--- config.mk ---
export PLATFORM = sky130hd
export DESIGN_NAME = druaga_input_ctrl
export DESIGN_NICKNAME = d
export VERILOG_FILES = /design/src/rtl/druaga_input_pkg.sv /design/src/rtl/druaga_key_decode.sv /design/src/rtl/druaga_input_ctrl.sv
export SDC_FILE = /design/constraint.sdc
export NUM_CORES = 1
export LEC_CHECK = 0
export CORE_AREA = 2 2 69 71
export DETAILED_ROUTE_END_ITERATION = 10
export DIE_AREA = 0 0 71 73
export PLACE_DENSITY = 0.78
export REMOVE_ABC_BUFFERS = 1
export SLEW_MARGIN = 40
export SYNTH_ARGS = -nofsm -noshare
export SYNTH_HDL_FRONTEND = slang
export SYNTH_SLANG_ARGS = --single-unit
--- constraint.sdc ---
create_clock -name MCLK -period 3.53 [get_ports MCLK]
set_clock_uncertainty 0.1 [all_clocks]
set_input_delay 1.059 -clock MCLK [delete_from_list [all_inputs] [get_ports MCLK]]
set_output_delay 1.059 -clock MCLK [all_outputs]
set_load 0.05 [all_outputs]
--- src/rtl/druaga_input_pkg.sv ---
// druaga_input_pkg: shared constants for the Druaga input controller.
//   - PS/2 scan codes recognised by the key decoder
//   - JOY bit indices for the 16-bit joystick words
//   - flag-vector bit indices (18 key flags)
//   - coin pulse FSM state type
package druaga_input_pkg;

  // Scan codes; the four direction keys match with or without the extended prefix
  localparam logic [7:0] SC_UP      = 8'h75;
  localparam logic [7:0] SC_DOWN    = 8'h72;
  localparam logic [7:0] SC_LEFT    = 8'h6B;
  localparam logic [7:0] SC_RIGHT   = 8'h74;
  localparam logic [7:0] SC_TRIG1   = 8'h29;
  localparam logic [7:0] SC_TRIG2   = 8'h14;
  localparam logic [7:0] SC_F1      = 8'h05;
  localparam logic [7:0] SC_F2      = 8'h06;
  localparam logic [7:0] SC_START1  = 8'h16;
  localparam logic [7:0] SC_START2  = 8'h1E;
  localparam logic [7:0] SC_COIN1   = 8'h2E;
  localparam logic [7:0] SC_COIN2   = 8'h36;
  localparam logic [7:0] SC_UP2     = 8'h2D;
  localparam logic [7:0] SC_DOWN2   = 8'h2B;
  localparam logic [7:0] SC_LEFT2   = 8'h23;
  localparam logic [7:0] SC_RIGHT2  = 8'h34;
  localparam logic [7:0] SC_TRIG1_2 = 8'h1C;
  localparam logic [7:0] SC_TRIG2_2 = 8'h1B;

  // JOY word bit positions
  localparam int unsigned JOY_RIGHT  = 0;
  localparam int unsigned JOY_LEFT   = 1;
  localparam int unsigned JOY_DOWN   = 2;
  localparam int unsigned JOY_UP     = 3;
  localparam int unsigned JOY_TRIG1  = 4;
  localparam int unsigned JOY_TRIG2  = 5;
  localparam int unsigned JOY_START1 = 6;
  localparam int unsigned JOY_START2 = 7;
  localparam int unsigned JOY_COIN   = 8;

  // Key flag vector bit positions
  localparam logic [4:0] FL_UP      = 5'd0;
  localparam logic [4:0] FL_DOWN    = 5'd1;
  localparam logic [4:0] FL_LEFT    = 5'd2;
  localparam logic [4:0] FL_RIGHT   = 5'd3;
  localparam logic [4:0] FL_TRIG1   = 5'd4;
  localparam logic [4:0] FL_TRIG2   = 5'd5;
  localparam logic [4:0] FL_F1      = 5'd6;
  localparam logic [4:0] FL_F2      = 5'd7;
  localparam logic [4:0] FL_START1  = 5'd8;
  localparam logic [4:0] FL_START2  = 5'd9;
  localparam logic [4:0] FL_COIN1   = 5'd10;
  localparam logic [4:0] FL_COIN2   = 5'd11;
  localparam logic [4:0] FL_UP2     = 5'd12;
  localparam logic [4:0] FL_DOWN2   = 5'd13;
  localparam logic [4:0] FL_LEFT2   = 5'd14;
  localparam logic [4:0] FL_RIGHT2  = 5'd15;
  localparam logic [4:0] FL_TRIG1_2 = 5'd16;
  localparam logic [4:0] FL_TRIG2_2 = 5'd17;

  typedef enum logic [1:0] {
    ST_IDLE  = 2'd0,
    ST_PULSE = 2'd1,
    ST_GAP   = 2'd2
  } coin_state_t;

endpackage

--- src/rtl/druaga_key_decode.sv ---
// druaga_key_decode: PS/2 key event detection and key flag registers.
//   i_clk     : clock (rising edge)
//   i_reset   : synchronous active-high reset
//   i_ps2_key : [10] toggle, [9] pressed, [8] extended, [7:0] scan code
//   o_flags   : 18 key-held flags, indexed by FL_* in druaga_input_pkg
module druaga_key_decode
  import druaga_input_pkg::*;
(
  input  logic        i_clk,
  input  logic        i_reset,
  input  logic [10:0] i_ps2_key,
  output logic [17:0] o_flags
);

  logic        r_toggle;
  logic [17:0] r_flags;
  logic        w_event;
  logic        w_hit;
  logic [4:0]  w_idx;
  logic        w_ext;
  logic [7:0]  w_code;

  assign w_ext   = i_ps2_key[8];
  assign w_code  = i_ps2_key[7:0];
  assign w_event = i_ps2_key[10] ^ r_toggle;
  assign o_flags = r_flags;

  always_comb begin
    w_hit = 1'b0;
    w_idx = '0;
    case (w_code)
      SC_UP:      begin w_hit = 1'b1;   w_idx = FL_UP;      end
      SC_DOWN:    begin w_hit = 1'b1;   w_idx = FL_DOWN;    end
      SC_LEFT:    begin w_hit = 1'b1;   w_idx = FL_LEFT;    end
      SC_RIGHT:   begin w_hit = 1'b1;   w_idx = FL_RIGHT;   end
      SC_TRIG1:   begin w_hit = !w_ext; w_idx = FL_TRIG1;   end
      SC_TRIG2:   begin w_hit = !w_ext; w_idx = FL_TRIG2;   end
      SC_F1:      begin w_hit = !w_ext; w_idx = FL_F1;      end
      SC_F2:      begin w_hit = !w_ext; w_idx = FL_F2;      end
      SC_START1:  begin w_hit = !w_ext; w_idx = FL_START1;  end
      SC_START2:  begin w_hit = !w_ext; w_idx = FL_START2;  end
      SC_COIN1:   begin w_hit = !w_ext; w_idx = FL_COIN1;   end
      SC_COIN2:   begin w_hit = !w_ext; w_idx = FL_COIN2;   end
      SC_UP2:     begin w_hit = !w_ext; w_idx = FL_UP2;     end
      SC_DOWN2:   begin w_hit = !w_ext; w_idx = FL_DOWN2;   end
      SC_LEFT2:   begin w_hit = !w_ext; w_idx = FL_LEFT2;   end
      SC_RIGHT2:  begin w_hit = !w_ext; w_idx = FL_RIGHT2;  end
      SC_TRIG1_2: begin w_hit = !w_ext; w_idx = FL_TRIG1_2; end
      SC_TRIG2_2: begin w_hit = !w_ext; w_idx = FL_TRIG2_2; end
      default:    begin w_hit = 1'b0;   w_idx = '0;         end
    endcase
  end

  // The toggle copy also loads during reset so a stale toggle never fires an event
  always_ff @(posedge i_clk) begin
    r_toggle <= i_ps2_key[10];
    if (i_reset) begin
      r_flags <= '0;
    end else if (w_event && w_hit) begin
      r_flags[w_idx] <= i_ps2_key[9];
    end
  end

endmodule

--- src/rtl/druaga_input_ctrl.sv ---
// druaga_input_ctrl: merges PS/2 keys and two joysticks into the arcade
// input ports, sampled once per frame, with optional coin pulse shaping.
//   MCLK     : clock (rising edge)
//   RESET    : synchronous active-high reset
//   PS2_KEY  : [10] toggle, [9] pressed, [8] extended, [7:0] scan code
//   JOY1/2   : [0] R [1] L [2] D [3] U [4] trig1 [5] trig2 [6] st1 [7] st2 [8] coin
//   CABINET  : 1 = cocktail (player-2 controls not merged into player 1)
//   VBLK     : vertical blank
//   INP0     : P1 {trig2,trig1,left,down,right,up}
//   INP1     : P2, same order
//   INP2     : {coin,start2,start1}
//   CREDQ    : pending coin credits
// Macro DRUAGA_COIN_PULSE_EN: when defined, coin edges queue credits that are
// replayed as fixed-length pulses; otherwise coin is sampled like other bits.
module druaga_input_ctrl
  import druaga_input_pkg::*;
#(
  parameter int COIN_FRAMES = 4,
  parameter int COIN_GAP    = 4
) (
  input  logic        MCLK,
  input  logic        RESET,
  input  logic [10:0] PS2_KEY,
  input  logic [15:0] JOY1,
  input  logic [15:0] JOY2,
  input  logic        CABINET,
  input  logic        VBLK,
  output logic [5:0]  INP0,
  output logic [5:0]  INP1,
  output logic [2:0]  INP2,
  output logic [1:0]  CREDQ
);

  logic [17:0] w_flags;
  logic [5:0]  w_p1;
  logic [5:0]  w_p2;
  logic        w_start1;
  logic        w_start2;
  logic        w_coin;
  logic        w_vblk_rise;
  logic        w_unused_joy;
  logic        r_vblk;
  logic        r_sample;
  logic [5:0]  r_inp0;
  logic [5:0]  r_inp1;
  logic [1:0]  r_start;

  druaga_key_decode u_key (
    .i_clk     (MCLK),
    .i_reset   (RESET),
    .i_ps2_key (PS2_KEY),
    .o_flags   (w_flags)
  );

  assign w_unused_joy = ^{JOY1[15:9], JOY2[15:9]};

  assign w_p2 = {w_flags[FL_TRIG2_2] | JOY2[JOY_TRIG2],
                 w_flags[FL_TRIG1_2] | JOY2[JOY_TRIG1],
                 w_flags[FL_LEFT2]   | JOY2[JOY_LEFT],
                 w_flags[FL_DOWN2]   | JOY2[JOY_DOWN],
                 w_flags[FL_RIGHT2]  | JOY2[JOY_RIGHT],
                 w_flags[FL_UP2]     | JOY2[JOY_UP]};

  assign w_p1 = {w_flags[FL_TRIG2] | JOY1[JOY_TRIG2],
                 w_flags[FL_TRIG1] | JOY1[JOY_TRIG1],
                 w_flags[FL_LEFT]  | JOY1[JOY_LEFT],
                 w_flags[FL_DOWN]  | JOY1[JOY_DOWN],
                 w_flags[FL_RIGHT] | JOY1[JOY_RIGHT],
                 w_flags[FL_UP]    | JOY1[JOY_UP]} | (CABINET ? 6'b0 : w_p2);

  assign w_start1 = w_flags[FL_F1] | w_flags[FL_START1] | JOY1[JOY_START1] | JOY2[JOY_START1];
  assign w_start2 = w_flags[FL_F2] | w_flags[FL_START2] | JOY1[JOY_START2] | JOY2[JOY_START2];
  assign w_coin   = w_flags[FL_F1] | w_flags[FL_F2] | w_flags[FL_COIN1] | w_flags[FL_COIN2]
                  | JOY1[JOY_COIN] | JOY2[JOY_COIN];

  assign w_vblk_rise = VBLK & ~r_vblk;

  // Sample one cycle after the VBLK rise is seen; outputs read registered flags,
  // so a key event landing on the sample cycle shows up at the following frame.
  always_ff @(posedge MCLK) begin
    if (RESET) begin
      r_vblk   <= 1'b0;
      r_sample <= 1'b0;
      r_inp0   <= '0;
      r_inp1   <= '0;
      r_start  <= '0;
    end else begin
      r_vblk   <= VBLK;
      r_sample <= w_vblk_rise;
      if (r_sample) begin
        r_inp0  <= w_p1;
        r_inp1  <= w_p2;
        r_start <= {w_start2, w_start1};
      end
    end
  end

  assign INP0 = r_inp0;
  assign INP1 = r_inp1;

`ifdef DRUAGA_COIN_PULSE_EN
  localparam int CNT_MAX = (COIN_FRAMES > COIN_GAP) ? COIN_FRAMES : COIN_GAP;
  localparam int CNT_W   = $clog2(CNT_MAX + 1);

  coin_state_t      r_state;
  logic [CNT_W-1:0] r_cnt;
  logic [1:0]       r_credq;
  logic             r_coin_out;
  logic             r_coin_prev;
  logic             w_coin_rise;
  logic             w_dec;

  assign w_coin_rise = w_coin & ~r_coin_prev;
  assign w_dec       = r_sample && (r_state == ST_IDLE) && (r_credq != 2'd0);

  // r_coin_prev keeps tracking through reset so a held coin does not credit on release of reset
  always_ff @(posedge MCLK) begin
    r_coin_prev <= w_coin;
    if (RESET) begin
      r_state    <= ST_IDLE;
      r_cnt      <= '0;
      r_credq    <= '0;
      r_coin_out <= 1'b0;
    end else begin
      if (w_coin_rise && !w_dec) begin
        r_credq <= (r_credq == 2'd3) ? 2'd3 : r_credq + 2'd1;
      end else if (!w_coin_rise && w_dec) begin
        r_credq <= r_credq - 2'd1;
      end
      if (r_sample) begin
        case (r_state)
          ST_IDLE: begin
            if (r_credq != 2'd0) begin
              r_state    <= ST_PULSE;
              r_coin_out <= 1'b1;
              r_cnt      <= CNT_W'(COIN_FRAMES - 1);
            end
          end
          ST_PULSE: begin
            if (r_cnt == '0) begin
              r_state    <= ST_GAP;
              r_coin_out <= 1'b0;
              r_cnt      <= CNT_W'(COIN_GAP - 1);
            end else begin
              r_cnt <= r_cnt - 1'b1;
            end
          end
          ST_GAP: begin
            if (r_cnt == '0) begin
              r_state <= ST_IDLE;
            end else begin
              r_cnt <= r_cnt - 1'b1;
            end
          end
          default: begin
            r_state    <= ST_IDLE;
            r_coin_out <= 1'b0;
          end
        endcase
      end
    end
  end

  assign INP2  = {r_coin_out, r_start};
  assign CREDQ = r_credq;
`else
  localparam int UNUSED_CFG = COIN_FRAMES + COIN_GAP;

  logic r_coin_smp;

  always_ff @(posedge MCLK) begin
    if (RESET) begin
      r_coin_smp <= 1'b0;
    end else if (r_sample) begin
      r_coin_smp <= w_coin;
    end
  end

  assign INP2  = {r_coin_smp, r_start};
  assign CREDQ = 2'd0;
`endif

endmodule

==> results of run 1 <==
synth_stat cells (2+ instances only):
cell type and number:
sky130_fd_sc_hd__nand3b_1 5, sky130_fd_sc_hd__a211oi_1 10, sky130_fd_sc_hd__dfxtp_1 36, sky130_fd_sc_hd__o21ai_0 9, sky130_fd_sc_hd__nor2b_1 2, sky130_fd_sc_hd__clkbuf_1 6
sky130_fd_sc_hd__nor4_1 7, sky130_fd_sc_hd__inv_1 4, sky130_fd_sc_hd__buf_1 2, sky130_fd_sc_hd__a21oi_1 4, sky130_fd_sc_hd__nor3_1 7, sky130_fd_sc_hd__buf_2 4
sky130_fd_sc_hd__mux2i_1 18, sky130_fd_sc_hd__or2_1 2, sky130_fd_sc_hd__nand2_1 3, sky130_fd_sc_hd__o22ai_1 2, sky130_fd_sc_hd__nand4_1 12, sky130_fd_sc_hd__nand3_1 2
sky130_fd_sc_hd__xnor2_1 2, sky130_fd_sc_hd__buf_4 7, sky130_fd_sc_hd__nor2_1 36, sky130_fd_sc_hd__nand2b_1 22, sky130_fd_sc_hd__xor2_1 4, sky130_fd_sc_hd__o211ai_1 7
sequential cells by signal, indices dropped and copies added (netlist names):
signal / flops
r_coin_smp: 1
u_key.o_flags: 18
u_key.r_toggle: 1
INP0: 6
r_sample: 1
r_start: 2
INP1: 6
r_vblk: 1
metal layers:
layer  track usage  part of all wire  vias up
li1              -                 -      964
met2         0.314              0.46       85
met5             0                 0        -
met3        0.0456             0.077        7
met4        0.0692             0.012        0
met1         0.239              0.45      877
worst max path at each step:
stage	startpoint	endpoint	depth (start not counted)
finish	PS2_KEY[3]	u_key.o_flags[3]$_SDFFE_PP0P_	8
global placement	PS2_KEY[0]	u_key.o_flags[2]$_SDFFE_PP0P_	7
detailed placement	PS2_KEY[0]	u_key.o_flags[2]$_SDFFE_PP0P_	7
global route	PS2_KEY[0]	u_key.o_flags[2]$_SDFFE_PP0P_	9
CTS	PS2_KEY[0]	u_key.o_flags[2]$_SDFFE_PP0P_	7
floorplan	PS2_KEY[2]	u_key.o_flags[2]$_SDFFE_PP0P_	6
through the flow:
stage	utilization	instances	hold slack, ns	worst slack (ns)
floorplan	-	217	0.267	0.629
global placement	0.573	340	0.271	0.0730
detailed placement	0.573	340	0.283	0.0457
CTS	0.592	348	0.293	0.346
global route	0.592	348	0.295	0.197
finish	0.592	348	0.282	0.323
layout make-up:
type / count / share of cell area
Sequential cell: 36 / 0.269
Inverter: 4 / 0.00559
Timing Repair Buffer: 69 / 0.237
Clock buffer: 5 / 0.0256
Tap cell: 54 / 0.0252
Clock inverter: 3 / 0.00699
Multi-Input combinational cell: 177 / 0.431
cell families (layout without fill, tap and decap cells):
kind of cell           count (synthesis)  in the layout
AO/OA/AOI/OAI                         41             41
multiplexers                          19             19
flip-flops                            36             36
XOR/XNOR                               6              6
other                                  1              2
buffers and inverters                 23             81
AND/OR/NAND/NOR                      109            109
worst max-delay path, stage by stage:
cell,delay [ns]
sky130_fd_sc_hd__clkdlybuf4s50_1,0.54
sky130_fd_sc_hd__or3b_1,0.42
sky130_fd_sc_hd__or2_1,0.25
sky130_fd_sc_hd__o22ai_1,0.21
sky130_fd_sc_hd__nor4_2,0.08
sky130_fd_sc_hd__buf_4,0.17
sky130_fd_sc_hd__nor4_1,0.35
sky130_fd_sc_hd__mux2i_1,0.22
report_power, final:
| group | internal (mW) | total (mW) | switching (mW) |
|---|---|---|---|
| Sequential | 0.419 | 0.430 | 0.0101 |
| Clock | 0.137 | 0.289 | 0.152 |
| Combinational | 0.0916 | 0.205 | 0.113 |
| Total | 0.648 | 0.923 | 0.275 |
==> results.md, run 1 <==
Cells and area:
- The most common library cell in the layout ignoring fill and taps is sky130_fd_sc_hd__clkdlybuf4s50_1.
- The fraction of layout instances using a drive strength above 1 is 0.129.
- The count of filler cells inserted in the layout is around 400.
- The layout net count is 340.
- The cell area after layout is 0.00269 mm2.
- The area growth from synthesis to layout is 34.8%.
- Registers take 722 um2.
- In the final layout, the multi-input gates occupy 0.00116 mm2.
- In the layout the commonest cells are sky130_fd_sc_hd__clkdlybuf4s50_1, sky130_fd_sc_hd__nor2_1, sky130_fd_sc_hd__dfxtp_1.
- The number of antenna diodes in the final layout is 0.

Synthesis:
- The largest family of logic cells by synthesized area is simple AND/OR/NAND/NOR gates.
- The synthesized-area fraction occupied by ao, oa, aoi and oai cells was 0.143.
- sky130_fd_sc_hd__dfxtp_1 takes more of the synthesized area than any other cell.
- In the synthesized netlist, the number of instances is 235.
- The total of warnings raised by yosys is 0.
- The parity-gate share of the synthesized area counting xor and xnor cells is 0.0264.
- After synthesis, the mean cell area works out to 8.48 um2.
- The post-synthesis instance area is 0.00199 mm2.
- After synthesis, the share of cell area in mux cells is 0.0960.
- The top flip-flop cell by instance count after synthesis is sky130_fd_sc_hd__dfxtp_1.
- Of the total synthesized cell area, the portion taken by full adders, half adders and majority gates is 0.
- In the synthesized netlist the async set-or-reset flop fraction comes to 0.
- The synthesized flop and latch total is 36.
- Of the total synthesized cell area, the portion taken by AND, OR, NAND and NOR gates is 0.312.
- Counting flops with a built-in enable in the synthesized netlist gives 0.
- Ranked by total cell area, the synthesized netlist is headed by sky130_fd_sc_hd__dfxtp_1, sky130_fd_sc_hd__mux2i_1, sky130_fd_sc_hd__nand2b_1.
- The share of synthesized area in the top cell type comes to 0.362.
- In this run, distinct cell masters in the synthesized netlist total 46.
- For this run, the register share of the synthesized area comes to 0.362.

Job:
- The tool flagged a number of max-cap violations equal to 0.

Route:
- The first-iteration detailed-routing DRC count is 109.
- The average vias per placed instance is 5.55.
- In the final routed layout, each cell accounts on average for 13.6 um.
- The pre-antenna-repair detailed-routing pass consisted of 4 iterations.
- The total number of vias is 1933.
- For this run, design rule violations remaining after detail routing come to 0.
- The sum of routed wire length over all layers is 4750 um.
- The final antenna-violating net count is 0.

Clock tree:
- The clock root buffer is sky130_fd_sc_hd__clkbuf_8.
- The level count of the clock H-tree is 2.
- For this design, the sink count on the clock tree is 36.
- The cts-stage hold buffer count is 0.
- The clock passes through at most 2 buffers.
- After clock tree synthesis, the clock-pin slew on the worst setup and hold paths is 0.07 ns.
- TritonCTS built the clock tree.
- The clock latency of the later-clocked register in the worst-skew pair is 0.29 ns.
- The clock buffer count from CTS is 5.
- The number of setup buffers added after CTS is 0.
- Gates resized during post-CTS repair numbered 0.

Critical path:
- The endpoint identified for the worst register-to-register timing path is u_key.o_flags[14]$_SDFFE_PP0P_.
- For the worst setup path, the data required time is 3.65 ns.
- In this run the critical register-to-register path is launched from u_key.r_toggle$_DFF_P_.
- The type of the setup path with the least slack is in -> reg.
- Data arrives at the worst endpoint at 3.32 ns.
- The worst setup path is captured at a register.
- The number of cells on the worst reg-to-reg path is 5.
- The startpoint type of the worst setup path is an input pin.
- The largest fanout of any net on the critical path is 8.
- The register-to-register setup slack is between 1.5 and 2 ns.

Die:
- The number of ports placed on the die boundary is 64.
- The initial utilization of the core area, before any placement, comes to 0.439.
- The die covers 0.00518 mm2.
- The die boundary width is 71 um.
- The placement row count is 25.
- The die is 73 um tall.
- In this run the standard cell core region covers 0.00454 mm2.

Place:
- In this run the tool buffered the top-level ports with 47 buffer cells.
- Summing all placed instances gives a cell area of 0.00260 mm2.
- The final weighted congestion of routability-driven global placement is 0.951.
- Detailed placement finished with a half-perimeter wire length of 3470 um.

Global routing:
- The total congestion overflow after global routing is 0.
- The pin count of the biggest net entering global routing is 35.
- The wire length of the first global-routing pass is about 8000 um.
- The number of antenna violations at the first check in global routing came to 0.
- The number of global-route vias before repair is 1898.
- Across every metal layer, demand over resource in global routing totals 0.189.

Outcome:
- The run finished with clean final reports.

Pwr:
- The cell leakage power is 1.06 nW.
- IR analysis of the VDD net gives a maximum drop of 0.252 mV.
- The total power draw is 0.923 mW.
- The total power density per cell area is 344 mW/mm2.

STA:
- The final number of max-transition violations was 0.
- The minimum period implied by the final worst setup slack is 3.21 ns.
- The worst slew margin relative to its limit is 0.605.
- The number of hold violations in the final report came to 0.
- The transition time at the pin with the least slew margin is 0.592 ns.
- Of the available clock period, the critical path in the final layout requires 0.908.
- Setup violations remaining at the end of the flow were counted as 0.
- The timing-limited maximum frequency is roughly 0.31 GHz.
- Setup repair after global routing left no endpoint under its margin.
- The final total negative setup slack is 0 ns.

Worst hold path:
- Along the worst hold path, the cell count comes to 1.
- The worst hold path class is reg -> reg.
- The hold path startpoint is r_vblk$_SDFF_PP0_.
- The end point of the most critical hold path is r_sample$_SDFF_PP0_.
No activity file was read; power rests on OpenSTA's default activity.
==> inputs of run 2 (changes only) <==
==> constraint.sdc (replaced) <==
create_clock -name MCLK -period 3 [get_ports MCLK]
set_clock_uncertainty 0.1 [all_clocks]
set_input_delay 0.9 -clock MCLK [delete_from_list [all_inputs] [get_ports MCLK]]
set_output_delay 0.9 -clock MCLK [all_outputs]
set_load 0.05 [all_outputs]
==> run 2 against run 1 <==
Effect of this change: first-iteration DRC count up 7.3%; combinational power grew 26%; clock-buffer cell count rose by 2; sequential cell count unchanged; clock power increased by 26%; hold slack got worse by 0.0034 ns; highest routed layer unchanged; die area is the same; power is 22% higher; sequential power up 18%; largest power group unchanged; sequential share of layout area fell by 1.9 points; worst setup slack worse by 0.22 ns; non-clock buffer count grew 20.
==> results.md, run 2 (synthesized netlist as in run 1, its figures left out) <==
Route:
- The first-iteration detailed-routing DRC count was 117 (+7.3%).
- The final antenna-violating net count came to 0 (unchanged).
- The sum of routed wire length over all layers is 5060 um (+6.5%).
- The routed length per instance came to 13.8 um (+0.99%).
- The average vias per placed instance is 5.43 (-2.3%).
- The total number of vias is 1991 (+3.0%).
- The residual DRC count is 0 (unchanged).
- The count of TritonRoute iterations in the first routing pass is 4 (unchanged).

Clock tree:
- The clock latency of the later-clocked register in the worst-skew pair came to 0.28 ns (about the same).
- The tree is rooted in a sky130_fd_sc_hd__clkbuf_8.
- The maximum root-to-sink buffer count is 2 (unchanged).
- The clock slew at the register clock pins of the worst setup and hold paths is 0.06 ns (about the same).
- The cts-stage hold buffer count is 0 (unchanged).
- The clock buffer count from CTS was 5 (unchanged).
- The clock sink count came to 36 (unchanged).
- TritonCTS built the clock tree.
- The level count of the clock H-tree is 2 (unchanged).

STA:
- The routed design could run at a clock period as short as ~2.9 ns.
- The number of endpoints failing setup at the final stage is 0 (unchanged).
- The number of hold violations in the final report came to 0 (unchanged).
- The final number of max-transition violations came to 0 (unchanged).
- Dividing the final minimum period by the clock period gives 0.965.
- Timing would allow up to 0.345 GHz.
- The final total negative setup slack is 0 ns (unchanged).
- The worst hold slack was 0.278 ns (-0.00343 ns).
- Setup repair after global routing left no endpoint under its margin.
- The transition time at the pin with the least slew margin came to 0.589 ns (-0.00317 ns).
- The worst slew margin relative to its limit is 0.607 (+0.00212).

Place:
- The area of placed instances is 0.00275 mm2 (+5.8%).
- The final weighted congestion of routability-driven global placement is 1.00 (+5.2%).
- The number of buffers added on ports is 47 (unchanged).
- The sum of net half-perimeters after detailed placement is 3760 um (+8.1%).

Critical path:
- By startpoint and endpoint, the worst setup path is classified as in -> reg.
- The endpoint required time on the critical path is 3.10 ns (-0.55 ns).
- STA classifies the critical path startpoint as an input pin.
- The signal arrival time at the worst endpoint is 3.00 ns (-0.32 ns).
- The worst setup path is captured at a register.
- The largest fanout of any net on the critical path is 5 (-3).

Die:
- The placeable core region was 0.00454 mm2 (unchanged).
- The die footprint is 0.00518 mm2 (unchanged).
- The die boundary width is 71 um (unchanged).
- The initial standard-cell utilization of the core was 0.439 (unchanged).
- The number of ports placed on the die boundary came to 64 (unchanged).
- The die height is 73 um (unchanged).
- The placement row count is 25 (unchanged).

Pwr:
- The proportion of power drawn by combinational gates was 0.229 (+0.007).
- The cell leakage power came to 1.20 nW (+14%).
- The internal power component is 0.820 mW (+26%).
- The total power density per cell area is 391 mW/mm2 (+14%).
- The relative contribution of sequential cells to total power is 0.448 (-0.017).
- The fraction of power consumed by the clock network is 0.323 (+0.010).
- The switching power total was 0.310 mW (+13%).
- The net switching fraction of the power is 0.275 (-0.0230).
- The peak supply drop was 0.260 mV (+3.0%).

Cells and area:
- Compared with the post-synthesis result, the final layout area differs by 45.0%.
- The layout net count is 360 (+5.9%).
- The flip-flop count of the largest register, all copies and words added is 18 (unchanged).
- The fraction of layout instances using a drive strength above 1 came to 0.201 (+0.0720).
- The utilization of the core after routing was 0.637 (+0.0450).
- The cell area after layout is 0.00289 mm2 (+7.6%).
- The count of filler cells inserted in the layout is 400 (+1.0%).
- The total inserted antenna cells is 0 (unchanged).
- The library cell used most frequently in the layout, excluding fill and tap cells, is sky130_fd_sc_hd__clkdlybuf4s50_1.
- Leaving out fill and tap cells, the most frequent cells in the layout are sky130_fd_sc_hd__clkdlybuf4s50_1, sky130_fd_sc_hd__buf_4, sky130_fd_sc_hd__dfxtp_1, sky130_fd_sc_hd__nor2_1, sky130_fd_sc_hd__nand2b_1.

Job:
- The count of maximum capacitance violations is 0 (unchanged).

Global routing:
- The wire length of the first global-routing pass is 8540 um (+7.2%).
- The pin count of the biggest net entering global routing was 35 (unchanged).
- The global-route usage over all layers is 0.205 (+0.0160).
- The number of antenna violations at the first check in global routing is 0 (unchanged).
- The total congestion overflow after global routing came to 0 (unchanged).
- The number of global-route vias before repair is 1915 (+0.90%).

Worst hold path:
- The min-delay analysis places its worst path in the category reg -> reg.

Outcome:
- The flow ran to the end, and the final reports show no timing, DRC or antenna violations.
## run 2: layout make-up
cell class	instances	area, um2	area share
tap	54	67.6	0.0234
clock buffer	7	96.3	0.0333
multi-input combinational	177	1190	0.411
timing repair buffer	89	802	0.277
sequential	36	722	0.250
inverter	4	15.0	0.00519
## run 2: power groups by stage
stage | clock (mW) | combinational, mW | sequential [mW]
after floorplan | 0 | 0.0730 | 0.561
after global placement | 0 | 0.251 | 0.516
after detailed placement | 0 | 0.254 | 0.517
after CTS | 0.370 | 0.257 | 0.506
after global routing | 0.391 | 0.277 | 0.508
final | 0.365 | 0.259 | 0.506
## run 2: critical path, stage by stage
cell,delay [ns]
sky130_fd_sc_hd__clkdlybuf4s50_1,0.49
sky130_fd_sc_hd__xor2_1,0.20
sky130_fd_sc_hd__and4_1,0.23
sky130_fd_sc_hd__a222oi_1,0.45
sky130_fd_sc_hd__buf_4,0.20
sky130_fd_sc_hd__o21ai_0,0.07
sky130_fd_sc_hd__nor3_1,0.25
sky130_fd_sc_hd__mux2i_1,0.21
## run 2: repair_timing
action / CTS / global route
pin swaps: 1 / 2
endpoints found under the hold margin: 0 / 0
endpoints found under the setup margin: 6 / 17
resized for setup: 4 / 10
setup buffers: 0 / 0
## run 2: worst paths after layout
path                                              from                             end  slack, ns  depth (start not counted)
worst min register to register       r_vblk$_SDFF_PP0_             r_sample$_SDFF_PP0_       0.28                          1
worst min-delay path                 r_vblk$_SDFF_PP0_             r_sample$_SDFF_PP0_       0.28                          1
worst max-delay path                        PS2_KEY[1]   u_key.o_flags[0]$_SDFFE_PP0P_       0.11                          8
worst max register to register  u_key.r_toggle$_DFF_P_  u_key.o_flags[10]$_SDFFE_PP0P_       1.22                          6
## run 2: metal layers
metal  global-route usage  part of all wire
met5                    0                 0
met4               0.0440             0.015
met3               0.0456             0.065
met2                0.361              0.48
met1                0.257              0.44
## run 2: metrics by stage
| stage | setup slack [ns] | cells | power, mW |
|---|---|---|---|
| finish | 0.106 | 367 | 1.13 |
| global route | 0.00451 | 367 | 1.18 |
| floorplan | 0.258 | 217 | 0.634 |
| global placement | -0.293 | 360 | 0.767 |
| detailed placement | -0.345 | 360 | 0.771 |
| CTS | 0.0135 | 367 | 1.13 |
==> inputs of run 3 (changes only) <==
--- a/config.mk
+++ b/config.mk
@@ -5,6 +5,7 @@
 export SDC_FILE = /design/constraint.sdc
 export NUM_CORES = 1
 export LEC_CHECK = 0
+export CAP_MARGIN = 20
 export CORE_AREA = 2 2 69 71
 export DETAILED_ROUTE_END_ITERATION = 10
 export DIE_AREA = 0 0 71 73
==> results of run 3 <==
Same layout as run 2: the final DEF is identical, and so are final timing and power.
